**src/rtl/ctrl_pkg.sv**
```systemverilog
// ctrl_pkg: shared encodings for the multicycle RISC-V control FSM.
// The upper-immediate instructions (lui/auipc) and their EXECU state exist
// only when CTRL_UPPER_IMM_EN is defined.
package ctrl_pkg;

  // FSM state encoding; values are fixed so they stay stable across builds.
  typedef enum logic [3:0] {
    S_FETCH    = 4'd0,
    S_DECODE   = 4'd1,
    S_MEMADR   = 4'd2,
    S_MEMREAD  = 4'd3,
    S_MEMWB    = 4'd4,
    S_MEMWRITE = 4'd5,
    S_EXECR    = 4'd6,
    S_EXECI    = 4'd7,
    S_ALUWB    = 4'd8,
    S_BRANCH   = 4'd9,
    S_JAL      = 4'd10,
    S_JALR     = 4'd11,
    S_LINK     = 4'd12,
    S_ERROR    = 4'd14
`ifdef CTRL_UPPER_IMM_EN
    ,
    S_EXECU    = 4'd13
`endif
  } state_t;

  // Instr[6:0] opcodes.
  localparam logic [6:0] OP_LOAD   = 7'b0000011;
  localparam logic [6:0] OP_STORE  = 7'b0100011;
  localparam logic [6:0] OP_RTYPE  = 7'b0110011;
  localparam logic [6:0] OP_ITYPE  = 7'b0010011;
  localparam logic [6:0] OP_BRANCH = 7'b1100011;
  localparam logic [6:0] OP_JAL    = 7'b1101111;
  localparam logic [6:0] OP_JALR   = 7'b1100111;
  localparam logic [6:0] OP_LUI    = 7'b0110111;
  localparam logic [6:0] OP_AUIPC  = 7'b0010111;

  // ALUControl.
  localparam logic [2:0] ALU_ADD = 3'b000;
  localparam logic [2:0] ALU_SUB = 3'b001;
  localparam logic [2:0] ALU_AND = 3'b010;
  localparam logic [2:0] ALU_OR  = 3'b011;
  localparam logic [2:0] ALU_XOR = 3'b100;
  localparam logic [2:0] ALU_SLT = 3'b101;
  localparam logic [2:0] ALU_SLL = 3'b110;
  localparam logic [2:0] ALU_SRL = 3'b111;

  // ALUOp: how the ALU decoder should pick ALUControl.
  localparam logic [1:0] ALUOP_ADD   = 2'b00;
  localparam logic [1:0] ALUOP_SUB   = 2'b01;
  localparam logic [1:0] ALUOP_FUNCT = 2'b10;

  // ALUSrcA.
  localparam logic [1:0] SRCA_PC    = 2'b00;
  localparam logic [1:0] SRCA_OLDPC = 2'b01;
  localparam logic [1:0] SRCA_REG   = 2'b10;
  localparam logic [1:0] SRCA_ZERO  = 2'b11;

  // ALUSrcB.
  localparam logic [1:0] SRCB_RS2   = 2'b00;
  localparam logic [1:0] SRCB_IMM   = 2'b01;
  localparam logic [1:0] SRCB_FOUR  = 2'b10;

  // ResultSrc.
  localparam logic [1:0] RES_ALUOUT    = 2'b00;
  localparam logic [1:0] RES_DATA      = 2'b01;
  localparam logic [1:0] RES_ALURESULT = 2'b10;

  // ImmSrc.
  localparam logic [2:0] IMM_I = 3'b000;
  localparam logic [2:0] IMM_S = 3'b001;
  localparam logic [2:0] IMM_B = 3'b010;
  localparam logic [2:0] IMM_J = 3'b011;
  localparam logic [2:0] IMM_U = 3'b100;

  // Only beq (000) and bne (001) are supported branch conditions.
  function automatic logic branch_supported(input logic [2:0] funct3);
    return (funct3 == 3'b000) || (funct3 == 3'b001);
  endfunction

endpackage

```
**src/rtl/alu_decoder.sv**
```systemverilog
// alu_decoder: maps ALUOp plus instruction funct fields to ALUControl.
// illegal flags funct combinations the ALU cannot execute (funct3 011, and
// 101 with funct7b5 set); it does not depend on ALUOp so the FSM can screen
// the instruction during DECODE while the ALU is still doing an add.
module alu_decoder
  import ctrl_pkg::*;
(
  input  logic [1:0] alu_op,
  input  logic [2:0] funct3,
  input  logic       funct7b5,
  input  logic       op5,
  output logic [2:0] alu_control,
  output logic       illegal
);

  // Unsupported funct encodings.
  always_comb begin
    illegal = (funct3 == 3'b011) || ((funct3 == 3'b101) && funct7b5);
  end

  // ALU operation select; sub only for R-type (op5) with funct7b5.
  always_comb begin
    alu_control = ALU_ADD;
    case (alu_op)
      ALUOP_ADD: alu_control = ALU_ADD;
      ALUOP_SUB: alu_control = ALU_SUB;
      default: begin
        case (funct3)
          3'b000:  alu_control = (op5 && funct7b5) ? ALU_SUB : ALU_ADD;
          3'b111:  alu_control = ALU_AND;
          3'b110:  alu_control = ALU_OR;
          3'b100:  alu_control = ALU_XOR;
          3'b010:  alu_control = ALU_SLT;
          3'b001:  alu_control = ALU_SLL;
          3'b101:  alu_control = ALU_SRL;
          default: alu_control = ALU_ADD;
        endcase
      end
    endcase
  end

endmodule

```
**src/rtl/control_fsm.sv**
```systemverilog
// control_fsm: Moore control unit for a multicycle RV32 subset datapath.
// Outputs depend on state only, except PCWrite in BRANCH (zero flag),
// ALUControl in EXECR/EXECI (funct fields) and ImmSrc in DECODE (opcode).
// Store-vs-load and lui-vs-auipc are captured in DECODE so MEMADR/EXECU
// outputs remain pure functions of registered state.
// Optional feature: define CTRL_UPPER_IMM_EN to support lui/auipc via EXECU;
// otherwise both opcodes are treated as illegal.
module control_fsm
  import ctrl_pkg::*;
(
  input  logic       clk,
  input  logic       rst,
  input  logic [6:0] op,
  input  logic [2:0] funct3,
  input  logic       funct7b5,
  input  logic       zero,
  output logic       PCWrite,
  output logic       AdrSrc,
  output logic       MemWrite,
  output logic       IRWrite,
  output logic [1:0] ResultSrc,
  output logic [2:0] ALUControl,
  output logic [1:0] ALUSrcA,
  output logic [1:0] ALUSrcB,
  output logic [2:0] ImmSrc,
  output logic       RegWrite,
  output logic       illegal
);

  state_t     state_p1;
  state_t     state_nxt;
  logic       is_store_p1;
`ifdef CTRL_UPPER_IMM_EN
  logic       is_lui_p1;
`endif
  logic [1:0] alu_op;
  logic [2:0] alu_ctrl_dec;
  logic       funct_illegal;

  alu_decoder u_alu_decoder (
    .alu_op      (alu_op),
    .funct3      (funct3),
    .funct7b5    (funct7b5),
    .op5         (op[5]),
    .alu_control (alu_ctrl_dec),
    .illegal     (funct_illegal)
  );

  // Next-state selection; the opcode dispatch happens in DECODE.
  always_comb begin
    state_nxt = state_p1;
    case (state_p1)
      S_FETCH:  state_nxt = S_DECODE;
      S_DECODE: begin
        case (op)
          OP_LOAD,
          OP_STORE:  state_nxt = S_MEMADR;
          OP_RTYPE:  state_nxt = funct_illegal ? S_ERROR : S_EXECR;
          OP_ITYPE:  state_nxt = funct_illegal ? S_ERROR : S_EXECI;
          OP_BRANCH: state_nxt = branch_supported(funct3) ? S_BRANCH : S_ERROR;
          OP_JAL:    state_nxt = S_JAL;
          OP_JALR:   state_nxt = S_JALR;
`ifdef CTRL_UPPER_IMM_EN
          OP_LUI,
          OP_AUIPC:  state_nxt = S_EXECU;
`endif
          default:   state_nxt = S_ERROR;
        endcase
      end
      S_MEMADR:   state_nxt = is_store_p1 ? S_MEMWRITE : S_MEMREAD;
      S_MEMREAD:  state_nxt = S_MEMWB;
      S_MEMWB:    state_nxt = S_FETCH;
      S_MEMWRITE: state_nxt = S_FETCH;
      S_EXECR:    state_nxt = S_ALUWB;
      S_EXECI:    state_nxt = S_ALUWB;
      S_ALUWB:    state_nxt = S_FETCH;
      S_BRANCH:   state_nxt = S_FETCH;
      S_JAL:      state_nxt = S_ALUWB;
      S_JALR:     state_nxt = S_LINK;
      S_LINK:     state_nxt = S_ALUWB;
`ifdef CTRL_UPPER_IMM_EN
      S_EXECU:    state_nxt = S_ALUWB;
`endif
      S_ERROR:    state_nxt = S_ERROR;
      default:    state_nxt = S_ERROR;
    endcase
  end

  // State register; reset always restarts at FETCH, abandoning any instruction.
  always_ff @(posedge clk) begin
    if (rst) begin
      state_p1 <= S_FETCH;
    end else begin
      state_p1 <= state_nxt;
    end
  end

  // Instruction-kind flags captured in DECODE for later state outputs.
  always_ff @(posedge clk) begin
    if (rst) begin
      is_store_p1 <= 1'b0;
`ifdef CTRL_UPPER_IMM_EN
      is_lui_p1   <= 1'b0;
`endif
    end else if (state_p1 == S_DECODE) begin
      is_store_p1 <= (op == OP_STORE);
`ifdef CTRL_UPPER_IMM_EN
      is_lui_p1   <= (op == OP_LUI);
`endif
    end
  end

  // ALU decoder mode per state.
  always_comb begin
    case (state_p1)
      S_EXECR,
      S_EXECI:  alu_op = ALUOP_FUNCT;
      S_BRANCH: alu_op = ALUOP_SUB;
      default:  alu_op = ALUOP_ADD;
    endcase
  end

  // Output decode; everything forced low while rst is held.
  always_comb begin
    PCWrite    = 1'b0;
    AdrSrc     = 1'b0;
    MemWrite   = 1'b0;
    IRWrite    = 1'b0;
    ResultSrc  = RES_ALUOUT;
    ALUControl = alu_ctrl_dec;
    ALUSrcA    = SRCA_PC;
    ALUSrcB    = SRCB_RS2;
    ImmSrc     = IMM_I;
    RegWrite   = 1'b0;
    illegal    = 1'b0;
    case (state_p1)
      S_FETCH: begin
        AdrSrc    = 1'b0;
        IRWrite   = 1'b1;
        ALUSrcA   = SRCA_PC;
        ALUSrcB   = SRCB_FOUR;
        ResultSrc = RES_ALURESULT;
        PCWrite   = 1'b1;
      end
      S_DECODE: begin
        // Branch/jump target into ALUOut ahead of knowing the instruction.
        ALUSrcA = SRCA_OLDPC;
        ALUSrcB = SRCB_IMM;
        ImmSrc  = (op == OP_JAL) ? IMM_J : IMM_B;
      end
      S_MEMADR: begin
        ALUSrcA = SRCA_REG;
        ALUSrcB = SRCB_IMM;
        ImmSrc  = is_store_p1 ? IMM_S : IMM_I;
      end
      S_MEMREAD: begin
        AdrSrc = 1'b1;
      end
      S_MEMWB: begin
        ResultSrc = RES_DATA;
        RegWrite  = 1'b1;
      end
      S_MEMWRITE: begin
        AdrSrc   = 1'b1;
        MemWrite = 1'b1;
      end
      S_EXECR: begin
        ALUSrcA = SRCA_REG;
        ALUSrcB = SRCB_RS2;
      end
      S_EXECI: begin
        ALUSrcA = SRCA_REG;
        ALUSrcB = SRCB_IMM;
        ImmSrc  = IMM_I;
      end
      S_ALUWB: begin
        ResultSrc = RES_ALUOUT;
        RegWrite  = 1'b1;
      end
      S_BRANCH: begin
        ALUSrcA   = SRCA_REG;
        ALUSrcB   = SRCB_RS2;
        ResultSrc = RES_ALUOUT;
        // funct3[0] distinguishes bne from beq.
        PCWrite   = funct3[0] ? ~zero : zero;
      end
      S_JAL: begin
        ALUSrcA   = SRCA_OLDPC;
        ALUSrcB   = SRCB_FOUR;
        ResultSrc = RES_ALUOUT;
        PCWrite   = 1'b1;
      end
      S_JALR: begin
        ALUSrcA   = SRCA_REG;
        ALUSrcB   = SRCB_IMM;
        ImmSrc    = IMM_I;
        ResultSrc = RES_ALURESULT;
        PCWrite   = 1'b1;
      end
      S_LINK: begin
        ALUSrcA = SRCA_OLDPC;
        ALUSrcB = SRCB_FOUR;
      end
`ifdef CTRL_UPPER_IMM_EN
      S_EXECU: begin
        ALUSrcA = is_lui_p1 ? SRCA_ZERO : SRCA_OLDPC;
        ALUSrcB = SRCB_IMM;
        ImmSrc  = IMM_U;
      end
`endif
      S_ERROR: begin
        ALUControl = ALU_ADD;
        illegal    = 1'b1;
      end
      default: begin
        ALUControl = ALU_ADD;
      end
    endcase
    if (rst) begin
      PCWrite    = 1'b0;
      AdrSrc     = 1'b0;
      MemWrite   = 1'b0;
      IRWrite    = 1'b0;
      ResultSrc  = 2'b00;
      ALUControl = 3'b000;
      ALUSrcA    = 2'b00;
      ALUSrcB    = 2'b00;
      ImmSrc     = 3'b000;
      RegWrite   = 1'b0;
      illegal    = 1'b0;
    end
  end

endmodule

```
**config.mk**
```make
export PLATFORM = sky130hd
export DESIGN_NAME = control_fsm
export DESIGN_NICKNAME = d
export VERILOG_FILES = /design/src/rtl/ctrl_pkg.sv /design/src/rtl/alu_decoder.sv /design/src/rtl/control_fsm.sv
export SDC_FILE = /design/constraint.sdc
export NUM_CORES = 1
export LEC_CHECK = 0
export ABC_CLOCK_PERIOD_IN_PS = 1840
export CAP_MARGIN = 20
export CELL_PAD_IN_SITES_DETAIL_PLACEMENT = 2
export CELL_PAD_IN_SITES_GLOBAL_PLACEMENT = 2
export CORE_MARGIN = 2
export CORE_UTILIZATION = 21
export DETAILED_ROUTE_END_ITERATION = 16
export PLACE_DENSITY_LB_ADDON = 0.12
export SLEW_MARGIN = 10
export SYNTH_ARGS = -nofsm -noshare
export SYNTH_HDL_FRONTEND = slang
export SYNTH_SLANG_ARGS = --single-unit
```
**constraint.sdc**
```tcl
create_clock -name clk -period 1.84 [get_ports clk]
set_input_delay 0.368 -clock clk [delete_from_list [all_inputs] [get_ports clk]]
set_output_delay 0.368 -clock clk [all_outputs]
set_load 0.05 [all_outputs]
```
Yosys cells after proc, flatten, opt, wreduce, memory -nomap -nowiden
Cells that the tools add are included. W data, S select, Z words.

Reduce and logical (&&, ||, !) cells: 20. Bitwise gates (word level): 1. Equal/unequal tests: 28. Muxes and demuxes: 35.

Operators by type and width (count): $pmux W4 S7 (1); $eq A4 B4 Y1 const B (6); $pmux W4 S6 (1); $eq A7 B7 Y1 const B (3); $pmux W3 S7 (1); $pmux W2 S2 (5); $eq A4 B3 Y1 const B (4); $mux W1 (15); $mux W3 (5); $eq A7 B6 Y1 const B (2); $reduce_or A13 Y1 (1); $eq A3 B3 Y1 const B (4); $reduce_or A4 Y1 (3); $reduce_or A2 Y1 (5); $reduce_or A3 Y1 (3); $eq A4 B2 Y1 const B (2); $mux W4 (2); $eq A7 B2 Y1 const B (1); $eq A7 B5 Y1 const B (1); $eq A3 B2 Y1 const B (2); $mux W2 (3); $pmux W3 S2 (1); $reduce_or A5 Y1 (1); $eq A4 B1 Y1 const B (1); 9 further kinds (11).

Input bits: 14. Register bits: 5.

Longest topological paths before layout
Gate-level depths: netlist of run 1.

Depth after elaboration: 7. Gate-level depth with buffers: 5. Mapped depth without buffers: 4.

Modules after synthesis
A second synthesis of run 1 with hierarchy kept.

Cell total of the unflattened synthesis: 110. Area, all modules: 710.7 um^2.

By module, submodules not included: control_fsm (cells an instance 96, instances 1, area each 625.6 um^2); alu_decoder (cells an instance 14, instances 1, area each 85.1 um^2).

Worst setup path before layout of run 1
No wires, ideal clock.

Path type: register to output. Start: reg state_p1[0]. End: out RegWrite. Stages on the path, launching flop included: 4. Data arrival time: 2197 ps. Data required time: 1472 ps. Path buffers: 2. Path slack: -725 ps. Path through: dfxtp_1 buf_2 buf_1 nor4_1.

Cells in the longest elaborated chain, start to end: 4. Elaborated cells between the ends (all ways): 5. Those cells by class: eq/ne: 2; mux: 2; reduce/logical: 1.

RTL lines: start, declared (RTL line control_fsm.sv:30) `state_t state_p1;`; start signal, assigned (RTL line control_fsm.sv:94) `state_p1 <= state_nxt;`; $eq A4 B4 Y1 / $eq A4 B3 Y1 (equally long branches) (RTL line control_fsm.sv:136) `case (state_p1)`; $reduce_or A2 Y1 (no source line) (*); $mux W1 (*) (RTL line control_fsm.sv:136); $mux W1 (*) (RTL line control_fsm.sv:219) `if (rst) begin`; end, declared (RTL line control_fsm.sv:26) `output logic RegWrite,`.

Mark *: on every way between the ends. The rest lies on a longest branch, timed or not.

Final worst setup path of run 1
Start: reg state_p1[0]. End: out ResultSrc[1].

Cells in the longest elaborated chain, start to end: 4. Elaborated cells between the ends (all ways): 6. Those cells by class: eq/ne: 2; mux: 2; reduce/logical: 2.

RTL lines: $eq A4 B4 Y1 / $logic_not A4 Y1 (equally long branches) (RTL line control_fsm.sv:136); $reduce_or A2 Y1 (no source line); $pmux W2 S2 (*) (RTL line control_fsm.sv:136); $mux W2 (*) (RTL line control_fsm.sv:219); end, declared (RTL line control_fsm.sv:21) `output logic [1:0] ResultSrc,`.

Marked as above.

==> results of run 1 <==
## power by group
| part | internal (mW) | total [mW] | switching [mW] |
|---|---|---|---|
| registers | 0.172 | 0.276 | 0.104 |
| logic | 0.943 | 2.08 | 1.14 |
| clock network | 0.0835 | 0.152 | 0.0681 |
## cell usage in the layout, fill, tap and decap left out, types with 2 or more instances in the layout
cell type	Yosys	final
xnor2_2	0	2
a21o_1	2	2
a21oi_1	6	3
nand2_2	0	3
and3b_1	2	2
clkbuf_4	0	3
nor2_4	0	3
buf_4	1	32
clkbuf_2	0	4
buf_6	0	5
buf_12	0	17
nand2_1	9	6
or3_4	0	2
o211ai_1	2	2
inv_1	6	4
nor2_1	11	3
nor4_2	0	2
nor3_4	0	2
o22ai_1	5	4
or2_4	0	2
nand4_1	2	2
a21oi_4	0	2
nor2_2	0	5
inv_2	0	2
nand3b_1	2	2
dlygate4sd2_1	0	5
o21ai_0	4	4
clkdlybuf4s50_1	0	2
a211oi_4	0	2
dfxtp_4	0	4
nor4_1	4	2
## worst min-delay path by stage
stage | slack (ps) | start | end | cells after the start
finish | 550 | op[4] | state_p1[0] | 3
global route | 580 | op[4] | is_store_p1 | 4
global placement | 510 | is_store_p1 | is_store_p1 | 2
detailed placement | 560 | is_store_p1 | is_store_p1 | 2
floorplan | 460 | rst | state_p1[3] | 1
CTS | 570 | is_store_p1 | is_store_p1 | 2
## logic make-up (layout without fill, tap and decap cells)
kind of cell           count (synthesis)  after routing  synth area share, %
buffers and inverters                 13             77                 8.32
flip-flops                             5              5                 14.8
other                                  1              1                0.554
AND/OR/NAND/NOR                       48             48                 37.3
multiplexers                           1              1                 1.48
XOR/XNOR                               4              4                 5.18
AO/OA/AOI/OAI                         33             33                 32.3
## metrics by stage
| step | instance area [sq um] | utilization (%) | setup TNS [ps] |
|---|---|---|---|
| after floorplan | 768 | - | -487 |
| after global placement | 1440 | 47.2 | -1890 |
| after detailed placement | 1440 | 47.2 | -2190 |
| after CTS | 1670 | 54.8 | -70.3 |
| after global routing | 1700 | 55.8 | -964 |
| final | 1700 | 55.8 | -406 |
## metal layers
layer	GRT usage [%]	routed length, microns
met1	33.8	2100
met2	50.2	2620
met3	5.12	224
met4	9.32	80
met5	0	0
## sequential cells by signal, indices dropped and copies added (netlist names)
signal and cells:
state_p1 4, is_store_p1 1
## area by class of cell
cell class,instances,area [sq um]
clock buffers,4,26.3
flip-flops and latches,5,115
repair buffers,67,743
inverters,6,22.5
multi-input cells,87,742
fillers,308,1350
well taps,44,55.1
## worst max-delay path: stages, from the launching register on
cell and delay (ps):
dfxtp_4 360, or3_4 430, a211oi_4 300, buf_12 170
## timing repair
action	in CTS	in global routing
resized for setup	47	18
cloned	0	0
pin swaps	18	13
setup endpoints to repair	17	14
buffers inserted	13	0
==> impl_metrics.yaml, run 1 <==
timing:
  fin_skew_ps: 8.76
  timing.final.crit_period_ps: 1910
  slew_viol_final: 0
  finalSetupViolations: 10
  max_freq_mhz: 524
  hold_ws_ps: 548
  rsz0062_at_grt: "yes"
  finalWorstSetupSlack_ps: -69.0
  final_hold_viol_count: 0
  fin_crit_sh_pct: 104
yosys:
  synthesis.nets: 119
  yosysUniqueCellTypes: 42
  syn_avg_cell_area_sq_um: 6.45
  synth.most_common_cell: "nor2_1"
  syn_inst: 105
  synth_area_leaders: "dfxtp_1 (15%), nor2_1 (6.1%), nand2_1 (5.0%)"
  yosysSeqAreaShare_pct: 14.8
  synth_commonest_cells: "nor2_1 (11), nand2_1 (9), a21oi_1 (6), inv_1 (6)"
  ys_warn_count: 0
  syn_area_sq_um: 677
  synth_enable_flop_cells: 0
  synth_top_area_share_pct: 14.8
  async_reset_ff_share_pct: 0
  synth_top_area_cell: "dfxtp_1"
  synth_flop_cell: "dfxtp_1"
  synth-seq-cells: 5
global_route:
  antenna_found_initial: 0
  grt_max_degree: 11
  grtUsageTotal_pct: 28.1
  grt_overflow: 0
  grt_pass1_vias: 1237
  grt_first_pass_wirelength_microns: 7270
power_and_ir_drop:
  p_leak_nw: 0.684
  power_density_nw_per_um2: 1470
  ir_drop_v: 0.000820
  power_mw: 2.51
floorplan:
  core_region_area_sq_um: 3050
  rows: 20
  dieWidth_microns: 60.8
  dieArea_sq_um: 3690
  die_h_microns: 60.8
  start_util_pct: 22.2
  ios: 32
drt:
  wl_per_cell_microns: 23.6
  vias: 1143
  viasPerCell: 5.37
  drc: 0
  drtPass1Iterations: 4
  ant_nets: 0
  drt_iter0_drc: 57
  drt_wl_total_microns: 5030
clock_network:
  cts-buffers-inserted: 3
  clock_latency_ps: 280
  clkSinkCount: 5
  cts.root.buffer_cell: "clkbuf_4"
  cts.clk_slew.worst_paths_ps: 60
  cts_tree: "done"
  clockBufferDepth: 2
  htree_levels: 1
  ctsHoldBuffers: 0
worst_setup_path:
  endpoint: "ResultSrc[1]"
  critical_path_peak_fanout: 4
  cp-end-kind: "output port"
  r2r_start: "state_p1[3]"
  r2r_cells: 5
  cp-start-kind: "flop"
  cp-startpoint: "state_p1[0]"
  worstPathArrival_ps: 1540
  r2r-end: "state_p1[3]"
  worstSetupPathType: "flop to output port"
  reg2reg_slack_ps: 260
  cp.required_ps: 1470
final_layout:
  fin_nets: 184
  drive_above_1_share_pct: 60.9
  final_cells: 213
  antenna_cells: 0
  area_delta_synth_final_pct: 152
status:
  violations: "negative setup slack"
  status: "finished with violations"
placed_design:
  gp_congestion: 0.787
  pre_cts_ws_ps: -302
  dp_cells: 196
  place_hpwl_microns: 2760
  numPortBuffers: 30
worst_hold_path:
  hp-class: "input pin to flop"
job:
  maxCapViolCount: 0
No activity file was read; power rests on OpenSTA's default activity.
==> run 2, diff against run 1 <==
Settings changed: SKIP_LAST_GASP set to 1.
==> run 2 against run 1 <==
  * The run still ends with negative setup slack left
  * Non-clock buffer count is 1 higher
  * Count of clock-buffer cells in the layout stayed put
  * Maximum frequency is 7.5% lower
  * Critical path type unchanged
==> impl_metrics.yaml, run 2 (synthesis gave the netlist of run 1 again) <==
worst_setup_path:
  cp.required_ps: 1470
  cp_num_buf_inv: 2
  worstSetupPathType: "flop to output port"
  endpoint: "ALUSrcA[1]"
  r2r_cells: 4
  cp_slowest_cell: "dfxtp_4"
  cp-start-kind: "flop"
  worstPathArrival_ps: 1700
  cp-end-kind: "output port"
  max_stage_delay_ps: 420
  r2r_start: "state_p1[2]"
  cp-startpoint: "state_p1[2]"
  r2r-end: "state_p1[0]"
  reg2reg_slack_ps: 240
  critical_path_peak_fanout: 8
  path_depth: 5
  cp_cell_sequence: "inv_1 > a211oi_1 > a31oi_1 > nor2_2 > buf_12"
  crit_family: "compound AO/OA/AOI/OAI gates"
clock_network:
  cts_tree: "done"
  clockBufferDepth: 2
  ctsHoldBuffers: 0
  clock_latency_ps: 280
  clkSinkCount: 5
  cts-buffers-inserted: 3
  htree_levels: 1
  cts.clk_slew.worst_paths_ps: 40
  cts.root.buffer_cell: "clkbuf_4"
timing:
  timing.final.crit_period_ps: 2060
  max_freq_mhz: 485
  slew_viol_final: 0
  setup_tns_ps: -653
  finalWorstSetupSlack_ps: -224
  final_hold_viol_count: 0
  finalSetupViolations: 12
  hold_ws_ps: 532
  fin_crit_sh_pct: 112
  fin_skew_ps: 13.6
  rsz0062_at_grt: "yes"
job:
  maxCapViolCount: 0
final_layout:
  regMostFlops: "state_p1"
  final_common_cell: "buf_4"
  final_cell_mix: "buf_4 (34), buf_12 (17), dlygate4sd2_1 (7)"
  fillers: 317
  area_delta_synth_final_pct: 155
  fin_nets: 185
  antenna_cells: 0
  drive_above_1_share_pct: 59.4
  reg_top3: "state_p1 (4), is_store_p1 (1)"
  largest_reg_flops: 4
floorplan:
  start_util_pct: 22.2
  dieWidth_microns: 60.8
  dieArea_sq_um: 3690
  die_h_microns: 60.8
  ios: 32
  core_region_area_sq_um: 3050
  rows: 20
placed_design:
  place_hpwl_microns: 2760
  gp_congestion: 0.787
  numPortBuffers: 30
global_route:
  grt_pass1_vias: 1268
  grt_first_pass_wirelength_microns: 7160
  grt_max_degree: 11
  grtUsageTotal_pct: 27.4
  grt_overflow: 0
  antenna_found_initial: 0
drt:
  vias: 1100
  ant_nets: 0
  drc: 0
  drt_wl_total_microns: 4840
  drtPass1Iterations: 4
  drt_iter0_drc: 32
  wl_per_cell_microns: 22.6
  viasPerCell: 5.14
power_and_ir_drop:
  p_leak_nw: 0.691
  power_density_nw_per_um2: 1460
  ir_drop_v: 0.000919
worst_hold_path:
  hp-class: "input pin to flop"
status:
  violations: "negative setup slack"
  status: "finished with violations"
run 2: cell types whose count changed in the layout (fill, tap and decap cells not counted), sizes merged:
cell	change
dlymetal6s2s	+1
clkdlybuf4s50	-1
buf	+1
clkdlybuf4s15	+1
dlygate4sd2	+2
clkbuf	-3
run 2: worst min path at each step:
stage	from	to	slack, ps	depth (start not counted)
after floorplan	rst	state_p1[3]	460	1
after global placement	is_store_p1	is_store_p1	510	2
after detailed placement	is_store_p1	is_store_p1	560	2
after CTS	is_store_p1	is_store_p1	570	2
after global routing	op[4]	is_store_p1	550	4
final	op[4]	is_store_p1	530	4
run 2: what timing repair did:
action,4_1_cts,5_1_grt
gates resized for setup,46,15
buffers inserted,13,1
pin swaps,18,13
endpoints found under the setup margin,17,17
run 2: per-stage QoR:
step	util [%]	std cells	power (mW)	instance area [sq um]	worst slack, ps
after global routing	56.6	214	2.60	1730	-285
after CTS	54.8	213	2.34	1670	-40.9
final	56.6	214	2.53	1730	-224
after global placement	47.2	196	1.86	1440	-243
after detailed placement	47.2	196	1.92	1440	-302
after floorplan	-	105	1.14	768	-211
run 2: worst register-to-register path, stage by stage (launching register included):
cell and delay, ps:
dfxtp_4 390, or3_4 440, buf_6 150, or3_1 370, o22ai_1 180
run 2: layout make-up:
| cell class | instances | area [sq um] | area share [%] |
|---|---|---|---|
| flip-flops and latches | 5 | 115 | 6.67 |
| multi-input cells | 87 | 746 | 43.2 |
| inverters | 6 | 22.5 | 1.30 |
| clock buffers | 4 | 26.3 | 1.52 |
| repair buffers | 68 | 762 | 44.1 |
| well taps | 44 | 55.1 | 3.19 |
run 2: report_power, final:
part / internal, mW / switching (mW) / total (mW)
registers: 0.172 / 0.107 / 0.279
clock network: 0.0833 / 0.0659 / 0.149
logic: 0.952 / 1.15 / 2.10
total: 1.21 / 1.32 / 2.53
run 2: per-layer routing:
metal / vias to the layer above / global-route usage, % / wire [microns]
met4: 0 / 8.07 / 70
met1: 548 / 32.4 / 2060
li1: 514 / - / -
met2: 30 / 48.7 / 2520
met3: 8 / 7.04 / 183
met5: - / 0 / 0
